`config.mk`:
```
export PLATFORM = sky130hd
export DESIGN_NAME = prefix_adder_pipe
export DESIGN_NICKNAME = d
export VERILOG_FILES = /design/src/rtl/prefix_pkg.sv /design/src/rtl/prefix_gp_cell.sv /design/src/rtl/prefix_adder_pipe.sv
export SDC_FILE = /design/constraint.sdc
export NUM_CORES = 1
export LEC_CHECK = 0
export CORE_MARGIN = 3
export CORE_UTILIZATION = 25
export CTS_CLUSTER_DIAMETER = 80
export CTS_CLUSTER_SIZE = 40
export DETAILED_ROUTE_END_ITERATION = 6
export HOLD_SLACK_MARGIN = 0.05
export PLACE_DENSITY_LB_ADDON = 0.08
export SYNTH_ARGS = -nofsm -noshare
export SYNTH_HDL_FRONTEND = slang
export SYNTH_SLANG_ARGS = --single-unit
```
`constraint.sdc`:
```
create_clock -name clk -period 3.7 [get_ports clk]
set_clock_uncertainty 0.1 [all_clocks]
set_input_delay 0.555 -clock clk [delete_from_list [all_inputs] [get_ports clk]]
set_output_delay 0.555 -clock clk [all_outputs]
set_load 0.05 [all_outputs]
```
`src/rtl/prefix_pkg.sv`:
```
// rtl/prefix_pkg.sv - geometry helpers for the pipelined Kogge-Stone adder
package prefix_pkg;

    // Number of prefix levels needed to span value bit positions.
    function automatic int clog2(input int value);
        int r;
        r = 0;
        while ((1 << r) < value) r++;
        return r;
    endfunction

    // Number of prefix-network stages (each followed by a register).
    function automatic int num_stages(input int width, input int lvl_per_stg);
        return (clog2(width) + lvl_per_stg - 1) / lvl_per_stg;
    endfunction

    // First prefix level evaluated by network stage stg (0-based; it sits
    // between pipeline register stg and stg+1).
    function automatic int stage_first_level(input int stg, input int lvl_per_stg);
        return stg * lvl_per_stg;
    endfunction

    // Levels actually evaluated by network stage stg; the last one may be short.
    function automatic int stage_num_levels(input int width, input int stg, input int lvl_per_stg);
        int n;
        n = clog2(width) - stg * lvl_per_stg;
        if (n > lvl_per_stg) n = lvl_per_stg;
        if (n < 0) n = 0;
        return n;
    endfunction

endpackage

```
`src/rtl/prefix_gp_cell.sv`:
```
// rtl/prefix_gp_cell.sv - Kogge-Stone black cell; GRAY=1 drops the P output
module prefix_gp_cell #(
    parameter bit GRAY = 1'b0
) (
    input  logic g_hi,
    input  logic p_hi,
    input  logic g_lo,
    input  logic p_lo,
    output logic g_o,
    output logic p_o
);

    assign g_o = g_hi | (p_hi & g_lo);

    // Once a span reaches bit 0 its propagate is never consumed again.
    if (GRAY) begin : g_gray
        assign p_o = 1'b0;
    end else begin : g_black
        assign p_o = p_hi & p_lo;
    end

endmodule

```
`src/rtl/prefix_adder_pipe.sv`:
```
// rtl/prefix_adder_pipe.sv - pipelined Kogge-Stone adder, valid/ready; PREFIX_ADDER_SUB_EN adds in_sub
module prefix_adder_pipe
    import prefix_pkg::*;
#(
    parameter int WIDTH       = 48,
    parameter int LVL_PER_STG = 2
) (
    input  logic             clk,
    input  logic             rst,
    input  logic             in_valid,
    output logic             in_ready,
    input  logic [WIDTH-1:0] in_a,
    input  logic [WIDTH-1:0] in_b,
    input  logic             in_cin,
`ifdef PREFIX_ADDER_SUB_EN
    input  logic             in_sub,
`endif
    output logic             out_valid,
    input  logic             out_ready,
    output logic [WIDTH-1:0] out_sum,
    output logic             out_cout,
    output logic             out_ovf
);

    localparam int NSTG = num_stages(WIDTH, LVL_PER_STG);

    // Registers 0..NSTG-1 hold (G,P) plus the raw per-bit propagate and cin
    // needed for the final sum; register NSTG is the output register.
    logic [WIDTH-1:0] g_q  [NSTG];
    logic [WIDTH-1:0] g_d  [NSTG];
    logic [WIDTH-1:0] p_q  [NSTG];
    logic [WIDTH-1:0] p_d  [NSTG];
    logic [WIDTH-1:0] pt_q [NSTG];
    logic [WIDTH-1:0] pt_d [NSTG];
    logic [NSTG-1:0]  cin_q, cin_d;
    logic [NSTG:0]    v_q, v_d;
    logic [WIDTH-1:0] sum_q, sum_d;
    logic             cout_q, cout_d;
    logic             ovf_q, ovf_d;

    logic [WIDTH-1:0] lg [NSTG][LVL_PER_STG+1];
    logic [WIDTH-1:0] lp [NSTG][LVL_PER_STG+1];

    logic [WIDTH-1:0] b_eff, g0, p0, carry, sum_fin;
    logic             c_eff, adv;

    assign adv       = !v_q[NSTG] | out_ready;
    assign in_ready  = adv;
    assign out_valid = v_q[NSTG];
    assign out_sum   = sum_q;
    assign out_cout  = cout_q;
    assign out_ovf   = ovf_q;

    // Bit-level generate/propagate; carry-in is merged into bit 0's generate.
    always_comb begin
`ifdef PREFIX_ADDER_SUB_EN
        b_eff = in_sub ? ~in_b : in_b;
        c_eff = in_sub ? 1'b1 : in_cin;
`else
        b_eff = in_b;
        c_eff = in_cin;
`endif
        g0    = in_a & b_eff;
        p0    = in_a ^ b_eff;
        g0[0] = g0[0] | (p0[0] & c_eff);
    end

    for (genvar s = 0; s < NSTG; s++) begin : g_stg
        localparam int FIRST = stage_first_level(s, LVL_PER_STG);
        localparam int NLEV  = stage_num_levels(WIDTH, s, LVL_PER_STG);
        assign lg[s][0] = g_q[s];
        assign lp[s][0] = p_q[s];
        for (genvar j = 0; j < LVL_PER_STG; j++) begin : g_lvl
            localparam int SPAN = (j < NLEV) ? (1 << (FIRST + j)) : 0;
            for (genvar i = 0; i < WIDTH; i++) begin : g_bit
                if (j < NLEV && i >= SPAN) begin : g_cell
                    prefix_gp_cell #(.GRAY(i < 2 * SPAN)) u_cell (
                        .g_hi (lg[s][j][i]),
                        .p_hi (lp[s][j][i]),
                        .g_lo (lg[s][j][i-SPAN]),
                        .p_lo (lp[s][j][i-SPAN]),
                        .g_o  (lg[s][j+1][i]),
                        .p_o  (lp[s][j+1][i])
                    );
                end else begin : g_pass
                    assign lg[s][j+1][i] = lg[s][j][i];
                    assign lp[s][j+1][i] = lp[s][j][i];
                end
            end
        end
    end

    // After the last level G[i] is the carry out of bit i.
    assign carry   = lg[NSTG-1][LVL_PER_STG];
    assign sum_fin = pt_q[NSTG-1] ^ {carry[WIDTH-2:0], cin_q[NSTG-1]};

    // Global advance: every stage shifts together or holds together.
    always_comb begin
        v_d    = v_q;
        g_d    = g_q;
        p_d    = p_q;
        pt_d   = pt_q;
        cin_d  = cin_q;
        sum_d  = sum_q;
        cout_d = cout_q;
        ovf_d  = ovf_q;
        if (adv) begin
            v_d      = {v_q[NSTG-1:0], in_valid};
            g_d[0]   = g0;
            p_d[0]   = p0;
            pt_d[0]  = p0;
            cin_d[0] = c_eff;
            for (int s = 1; s < NSTG; s++) begin
                g_d[s]   = lg[s-1][LVL_PER_STG];
                p_d[s]   = lp[s-1][LVL_PER_STG];
                pt_d[s]  = pt_q[s-1];
                cin_d[s] = cin_q[s-1];
            end
            if (v_q[NSTG-1]) begin
                sum_d  = sum_fin;
                cout_d = carry[WIDTH-1];
                ovf_d  = carry[WIDTH-1] ^ carry[WIDTH-2];
            end
        end
    end

    // Valid bits and visible outputs are reset; reset drops in-flight beats.
    always_ff @(posedge clk) begin
        if (rst) begin
            v_q    <= '0;
            sum_q  <= '0;
            cout_q <= 1'b0;
            ovf_q  <= 1'b0;
        end else begin
            v_q    <= v_d;
            sum_q  <= sum_d;
            cout_q <= cout_d;
            ovf_q  <= ovf_d;
        end
    end

    // Internal data is qualified by v_q, so it needs no reset.
    always_ff @(posedge clk) begin
        g_q   <= g_d;
        p_q   <= p_d;
        pt_q  <= pt_d;
        cin_q <= cin_d;
    end

endmodule
```
==> metrics.yaml, run 1 <==
status: "finished, final reports clean"
synth.yosys.seq_area_share_pct: 75.7
core.rowCount: 92
start_util_pct: 25.3
max_freq_ghz: 0.368
finalCritPeriodShare_pct: 73.5
finalSetupTns_ps: 0
p_seq_share_pct: 57.7
synth_area_leaders: "edfxtp_1 (69%), dfxtp_1 (6.8%), ha_1 (3.8%)"
pwr-share-comb_pct: 8.2
r2r.worst_path.cells: 5
max_slew_margin_pct: 47.4
drive_above_1_share_pct: 5.59
syn_area_per_cell_sq_um: 14.8
antenna_cells: 0
clkSinkCount: 421
p_switching_mw: 2.76
most-common-layout-cells: "edfxtp_1 (367), clkdlybuf4s50_1 (151), nand2_1 (129), a21oi_1 (110), nor2_1 (99)"
synth_nets: 1230
crit_required_ps: 3040
cts_setup_buffers: 0
setup_violations: 0
cts_root_buffer: "clkbuf_16"
cts_resized: 0
finalMaxSlewViolations: 0
timing.final.ws_setup_ps: 980
h-tree-depth: 1
drc: 0
num_vias: 8940
area_growth_pct: 22.3
final_common_cell: "edfxtp_1"
post-route-util_pct: 30.9
yosysUniqueCellTypes: 30
tritoncts: "done"
vdd_drop_max_v: 0.000290
swShare_pct: 26.6
hold_path.class: "reg2reg"
clk_latency_ps: 590
maxCapViolations: 0
cp_common_cell: "clkdlybuf4s50_1"
path_clk_slew_ps: 100
place.port_buffers: 152
worst_pin_slew_ps: 789
r2r_start: "v_q[3]$_SDFFE_PP0P_"
cp-start-kind: "input port"
first_iter_violations: 651
vias_per_cell: 4.23
ys_ff_latch: 421
final_area_sq_um: 19600
routed_wl_microns: 40800
r2r_end: "out_sum[12]$_SDFFE_PP0P_"
fill_cells: 6285
ant_nets: 0
fin_nets: 1396
dieHeight_microns: 259
numCtsBuffers: 28
io_pins: 153
grt_antenna_before_repair: 1
die_w_microns: 259
critPathKind: "in2out"
endpoint_kind: "output pin"
overflow: 0
dp_cells: 2063
hold_start: "pt_q[56]$_DFFE_PP_"
dpl_cell_area_sq_um: 18500
grt_max_degree: 134
crit_fanout: 8
power_frac_clock_pct: 34.1
arrival_ps: 2070
slowest_delay_ps: 860
synth_cells: 1081
pwr_density_cell_nw_per_um2: 531
core_sq_um: 63200
holdWs_ps: 319
critPathBufInv: 2
die_area_sq_um: 67000
slowest_stage: "clkdlybuf4s50_1"
period_needed_ps: 2720
detail_route.first_pass.iterations: 5
gp_congestion: 0.750
worstHoldEndpoint: "pt_q[8]$_DFFE_PP_"
crit_chain: "clkdlybuf4s50_1 > nand2b_4 > clkdlybuf4s50_1"
final_cells: 2115
grt_use_total_pct: 12.1
place_ws_ps: 724
synth.cell_area_sq_um: 16000
ys_warn_count: 0
clockBufferDepth: 3
crit_family: "buffers and inverters"
rsz0062_at_grt: "false"
finalPower_mw: 10.4
dp_hpwl_microns: 30500
grt_first_pass_wirelength_microns: 60800
holdPathStages: 0
synth_top_cell_by_area: "edfxtp_1"
holdBufCountCts: 0
synth_top_area_share_pct: 68.9
ff2ff_setup_slack_ps: 1470
grt_pass1_vias: 9319
detail_route.wl_per_cell_microns: 19.3
internal_power_mw: 7.62
p_leak_nw: 7.10
hold_viol: 0
==> cell usage after synthesis (all sizes together) <==
master	instances
inv	7
nor2	99
nand3	22
o31ai	1
dfxtp	54
nand4b	14
a21oi	110
ha	48
nor2b	7
buf	13
xnor2	18
xor2	17
and2	1
mux2i	2
nand3b	15
o21ai	70
or4	14
a211oi	19
nand2b	8
clkbuf	9
o21bai	6
edfxtp	367
nand2	130
a21o	30
==> kinds of logic after synthesis <==
logic type / synth area share, %
adders and majority gates: 3.76
AOI/OAI and AO/OA: 8.58
buffers and inverters: 1.02
DFF: 75.7
and+or+nand+nor: 8.93
muxes: 0.125
xor gates and xnor gates: 1.92
==> worst max path at each step <==
stage,from,end,slack (ps),depth (start not counted)
6_report,out_ready,in_ready,980,3
5_1_grt,out_ready,in_ready,940,3
4_1_cts,out_ready,in_ready,940,3
3_5_place_dp,out_ready,out_sum[7]$_SDFFE_PP0P_,720,6
3_3_place_gp,out_ready,out_sum[10]$_SDFFE_PP0P_,770,6
2_1_floorplan,out_ready,out_ovf$_SDFFE_PP0P_,500,7
==> power groups by stage <==
stage                     registers (mW)  clock network, mW  logic (mW)
after floorplan                     5.99                  0       0.394
after CTS                           6.01               3.69       0.872
after global routing                6.05               3.88       0.947
final                               5.99               3.53       0.849
after detailed placement            6.12                  0       0.866
after global placement              6.12                  0       0.872
==> flip-flops by register name, summed over array words and instances (netlist names) <==
register,count
g_q,128
pt_q,144
lp,76
carry,16
out_cout,1
cin_q,3
out_sum,48
out_ovf,1
v_q,4
==> final cells by class <==
cell class,count,area (sq um),share of cell area [%]
clock buffer,31,754,3.86
clock inverter,21,297,1.52
inverter,7,26.3,0.134
multi-input combinational,631,3730,19.1
sequential,421,12100,61.9
tap,846,1060,5.41
timing repair buffer,158,1590,8.12
==> metal layers <==
| metal | share of wire, % | vias to the layer above | track usage [%] |
|---|---|---|---|
| li1 | - | 4379 | - |
| met1 | 52 | 4357 | 19.0 |
| met2 | 43 | 174 | 17.7 |
| met3 | 4.4 | 30 | 1.51 |
| met4 | 1.3 | 0 | 2.41 |
| met5 | 0 | - | 0 |
Power figures use the tool's default switching activity.
==> inputs of run 2 (changes only) <==
- clock period: 3.7 -> 2.65 ns (I/O delays scaled with it)
==> run 2 against run 1 <==
Net effect:
- first-iteration DRC count down 16%
- critical path depth down 2
- die area unchanged
- core utilization about the same
- cell area about the same
- worst setup slack worse by 620 ps
- hold slack worse by 14 ps
- count of clock-buffer cells in the layout down 4
- highest routed layer unchanged
- sequential power up 40%
- routed wire length up 2.2%
- clock power up 33%
- sequential cell count unchanged
==> metrics.yaml, run 2 (synthesis results as in run 1) <==
power_frac_clock_pct: 32.8  # -1.3 points
tritoncts: "done"
core.rowCount: 92  # unchanged
fill_cells: 6275  # -0.16%
start_util_pct: 25.3  # unchanged
slowest_stage: "clkdlybuf4s50_1"
final_common_cell: "edfxtp_1"
arrival_ps: 1800  # -270 ps
status: "finished, final reports clean"
clockBufferDepth: 3  # unchanged
numCtsBuffers: 27  # -3.6%
holdBufCountCts: 0  # unchanged
grt.busiest_layer: "met1"
routed_wl_microns: 41600  # +2.2%
pwr_density_cell_nw_per_um2: 729  # +37%
cts_setup_buffers: 0  # unchanged
grt_antenna_before_repair: 0  # -1
path_clk_slew_ps: 100  # about the same
largest_register_ffs: 144  # unchanged
detail_route.wl_per_cell_microns: 19.7  # +2.1%
dpl_cell_area_sq_um: 18600  # +0.53%
fin_nets: 1400  # +0.29%
multi_input_comb_area_sq_um: 3730  # unchanged
first_iter_violations: 549  # -16%
grt_max_degree: 83  # -38%
grt_use_total_pct: 12.3  # +0.28 points
slowest_delay_ps: 820  # -40 ps
vias_per_cell: 4.17  # -1.3%
gp_congestion: 0.780  # +3.9%
finalCritPeriodShare_pct: 86.5
most-common-layout-cells: "edfxtp_1 (367), clkdlybuf4s50_1 (150), nand2_1 (129), a21oi_1 (110), nor2_1 (99)"
grt_first_pass_wirelength_microns: 61900  # +1.9%
maxCapViolations: 0  # unchanged
area_growth_pct: 22.2  # about the same
met2_usage_pct: 18.2  # +0.50 points
pwr-share-comb_pct: 8.3  # about the same
antenna_cells: 0  # unchanged
crit_cells: 1  # -2
hold_path.class: "in2reg"
overflow: 0  # unchanged
period_needed_ps: 2290
die_area_sq_um: 67000  # unchanged
critPathKind: "reg2out"
vdd_drop_max_v: 0.000410  # +42%
drive_above_1_share_pct: 5.91  # +0.31 points
final_cells: 2116  # +0.047%
cts_root_buffer: "clkbuf_16"
crit_chain: "clkdlybuf4s50_1"
swShare_pct: 26.7  # +0.089 points
grt_pass1_vias: 9354  # +0.38%
ant_nets: 0  # unchanged
holdPathStages: 2  # +2
finalSetupTns_ps: 0  # unchanged
num_vias: 8825  # -1.3%
final_area_sq_um: 19500  # about the same
dp_hpwl_microns: 31700  # +3.7%
h-tree-depth: 1  # unchanged
hold_viol: 0  # unchanged
crit_fanout: 2  # -6
dieHeight_microns: 259  # unchanged
max_freq_ghz: 0.436
critPathBufInv: 1  # -1
crit_family: "buffers and inverters"
clkSinkCount: 421  # unchanged
p_seq_share_pct: 58.9  # +1.2 points
timing.final.ws_setup_ps: 357  # -623 ps
place.port_buffers: 152  # unchanged
p_switching_mw: 3.80  # +38%
dp_cells: 2068  # +0.24%
core_sq_um: 63200  # unchanged
die_w_microns: 259  # unchanged
globalRouteMet3Util_pct: 1.54  # +0.029 points
top_register: "pt_q"
ff_latch_area_sq_um: 12100  # about the same
finalPower_mw: 14.2  # +37%
place_ws_ps: 351  # -373 ps
drc: 0  # unchanged
setup_violations: 0  # unchanged
met1_usage_pct: 19.3  # +0.36 points
cts_resized: 0  # unchanged
endpoint_kind: "output pin"
finalMaxSlewViolations: 0  # unchanged
clk_latency_ps: 590  # about the same
max_slew_margin_pct: 52.2  # +4.8 points
cp-start-kind: "flop"
rsz0062_at_grt: "false"
worst_pin_slew_ps: 717  # -72.6 ps
io_pins: 153  # unchanged
crit_required_ps: 2150  # -890 ps
p_leak_nw: 7.10  # about the same
internal_power_mw: 10.4  # +37%
detail_route.first_pass.iterations: 4  # -1
r2r.worst_path.cells: 4  # -1
-- run 2: cell count changes in the layout (fill, tap and decap cells not counted), sizes merged --
cell,previous run,this run
buf,7,13
clkinvlp,1,2
clkdlybuf4s50,151,150
inv,18,22
clkinv,9,4
clkbuf,31,27
-- run 2: stage by stage --
step	utilization [%]	hold slack [ps]
finish	30.9	305
global route	30.9	314
CTS	30.9	261
detailed placement	29.4	305
global placement	29.4	302
floorplan	-	300
-- run 2: per-layer routing --
metal,wire (microns),vias up
met2,17700,134
met4,561,0
met3,1570,35
li1,-,4381
met5,0,-
met1,21800,4275
-- run 2: cell type report --
type / count / area share (%)
tap: 846 / 5.42
clock buffer: 27 / 3.46
sequential: 421 / 61.9
inverter: 7 / 0.134
timing repair buffer: 163 / 8.62
multi-input combinational: 631 / 19.1
clock inverter: 21 / 1.37
-- run 2: path summary, 6_finish.rpt --
path	from	to	slack, ps
worst max-delay path	out_sum[17]$_SDFFE_PP0P_	out_sum[17]	360
worst min-delay path	rst	out_sum[29]$_SDFFE_PP0P_	310
worst max register to register	carry[15]$_DFFE_PP_	out_ovf$_SDFFE_PP0P_	800
worst min register to register	pt_q[95]$_DFFE_PP_	pt_q[47]$_DFFE_PP_	310
-- run 2: power by group through the flow --
stage	Combinational (mW)	Clock (mW)	Sequential, mW
after floorplan	0.551	0	8.36
after global placement	1.22	0	8.57
after global routing	1.31	5.12	8.47
after detailed placement	1.21	0	8.56
final	1.18	4.68	8.39
after CTS	1.22	4.86	8.41
==> inputs of run 3 (changes only) <==
- CORE_UTILIZATION: 25 -> 35
==> run 3 against run 2 <==
Net effect:
- final cell count down 12%
- sequential cell count unchanged
- routed wire length down 12%
- clock power down 11%
- worst setup slack better by 45 ps
- critical path type unchanged
- global-route usage up 2.9 points
- cell area down 2.0%
- die area down 28%
- hold slack worse by 13 ps
- count of clock-buffer cells in the layout down 5
- maximum frequency up 2.0%
- combinational power down 3%
==> metrics.yaml, run 3 (synthesis results as in run 1) <==
status: "finished, final reports clean"
crit_fanout: 2  # unchanged
rsz0062_at_grt: "false"
clkSinkCount: 421  # unchanged
timing.final.ws_setup_ps: 402  # +44.9 ps
crit_family: "buffers and inverters"
dieHeight_microns: 220  # -15%
tritoncts: "done"
die_w_microns: 220  # -15%
ff_latch_area_sq_um: 12100  # unchanged
start_util_pct: 35.8  # +10 points
place_ws_ps: 449  # +97.5 ps
swShare_pct: 26.0  # -0.62 points
holdWs_ps: 292  # -12.9 ps
finalSetupTns_ps: 0  # unchanged
clockBufferDepth: 3  # unchanged
first_iter_violations: 773  # +41%
antenna_cells: 0  # unchanged
critPathKind: "reg2out"
detail_route.first_pass.iterations: 7  # +3
crit_required_ps: 2150  # about the same
h-tree-depth: 1  # unchanged
maxCapViolations: 0  # unchanged
crit_cells: 1  # unchanged
slowest_stage: "clkdlybuf4s50_1"
clk_latency_ps: 570  # -20 ps
num_vias: 8826  # +0.011%
hold_path.class: "in2reg"
drc: 0  # unchanged
p_seq_share_pct: 61.2  # +2.3 points
hold_start: "rst"
area_growth_pct: 19.7
ant_nets: 0  # unchanged
place.port_buffers: 152  # unchanged
grt_first_pass_wirelength_microns: 55600  # -10%
drive_above_1_share_pct: 5.83  # -0.074 points
worst_pin_slew_ps: 638  # -78.4 ps
numCtsBuffers: 22  # -19%
path_clk_slew_ps: 110  # about the same
core_sq_um: 44700  # -29%
crit_chain: "clkdlybuf4s50_1"
cts_resized: 0  # unchanged
max_freq_ghz: 0.445  # +2.0%
io_pins: 153  # unchanged
slowest_delay_ps: 820  # about the same
top_register: "pt_q"
holdBufCountCts: 0  # unchanged
grt_use_total_pct: 15.2  # +2.9 points
grt_max_degree: 79  # -4.8%
cts_root_buffer: "clkbuf_16"
vdd_drop_max_v: 0.000375  # -8.6%
fin_nets: 1402  # +0.14%
r2r_start: "carry[14]$_DFFE_PP_"
finalMaxSlewViolations: 0  # unchanged
pwr_density_cell_nw_per_um2: 714  # -2.1%
cp-start-kind: "flop"
power_frac_clock_pct: 30.4  # -2.4 points
final_cells: 1861  # -12%
gp_congestion: 0.776  # -0.51%
p_leak_nw: 7.06  # -0.54%
finalCritPeriodShare_pct: 84.8  # -1.7 points
endpoint_kind: "output pin"
final_common_cell: "edfxtp_1"
routed_wl_microns: 36600  # -12%
setup_violations: 0  # unchanged
p_switching_mw: 3.56  # -6.3%
hold_viol: 0  # unchanged
grt_pass1_vias: 8994  # -3.8%
overflow: 0  # unchanged
fill_cells: 4110  # -35%
detail_route.wl_per_cell_microns: 19.6  # -0.19%
pwr-share-comb_pct: 8.4  # about the same
largest_register_ffs: 144  # unchanged
cts_setup_buffers: 0  # unchanged
max_slew_margin_pct: 57.5  # +5.2 points
holdPathStages: 2  # unchanged
critPathBufInv: 1  # unchanged
period_needed_ps: 2250  # -44.9 ps
arrival_ps: 1750  # -50 ps
grt_antenna_before_repair: 0  # unchanged
most-common-layout-cells: "edfxtp_1 (367), clkdlybuf4s50_1 (150), nand2_1 (129), a21oi_1 (110), nor2_1 (99)"
multi_input_comb_area_sq_um: 3730  # unchanged
r2r.worst_path.cells: 4  # unchanged
internal_power_mw: 10.1  # -3.3%
core.rowCount: 77  # -16%
die_area_sq_um: 48300  # -28%
cp-startpoint: "out_sum[1]$_SDFFE_PP0P_"
post-route-util_pct: 42.8  # +12 points
vias_per_cell: 4.74  # +14%
dp_hpwl_microns: 27700  # -12%
dp_cells: 1821  # -12%
==> run 3: final timing paths <==
kind	slack [ps]	end
worst min register to register	330	pt_q[11]$_DFFE_PP_
worst max register to register	900	out_ovf$_SDFFE_PP0P_
worst max-delay path	400	out_sum[1]
worst min-delay path	290	out_sum[30]$_SDFFE_PP0P_
==> run 3: layout make-up <==
cell class	instances	share of cell area [%]
clock inverters	18	1.37
clock buffers	22	2.88
multi-input cells	631	19.5
inverters	7	0.137
well taps	592	3.87
flip-flops and latches	421	63.2
repair buffers	170	9.07
==> run 3: through the flow <==
step,power [mW],cell area [sq um]
4_1_cts,13.8,19100
6_report,13.7,19100
2_1_floorplan,8.91,16000
5_1_grt,14.3,19100
3_5_place_dp,9.68,18300
3_3_place_gp,9.68,18300
==> run 3: power by group through the flow <==
stage	registers, mW	clock network (mW)	logic [mW]
floorplan	8.36	0	0.551
global placement	8.53	0	1.16
detailed placement	8.53	0	1.15
CTS	8.37	4.31	1.16
global route	8.44	4.55	1.27
finish	8.36	4.16	1.14
==> run 3: metal layers <==
metal	GRT usage (%)	vias to the layer above	routed length [microns]
met2	21.7	194	15100
met1	25.0	4221	19200
met3	2.11	33	1750
met4	2.43	0	518
met5	0	-	0
li1	-	4378	-
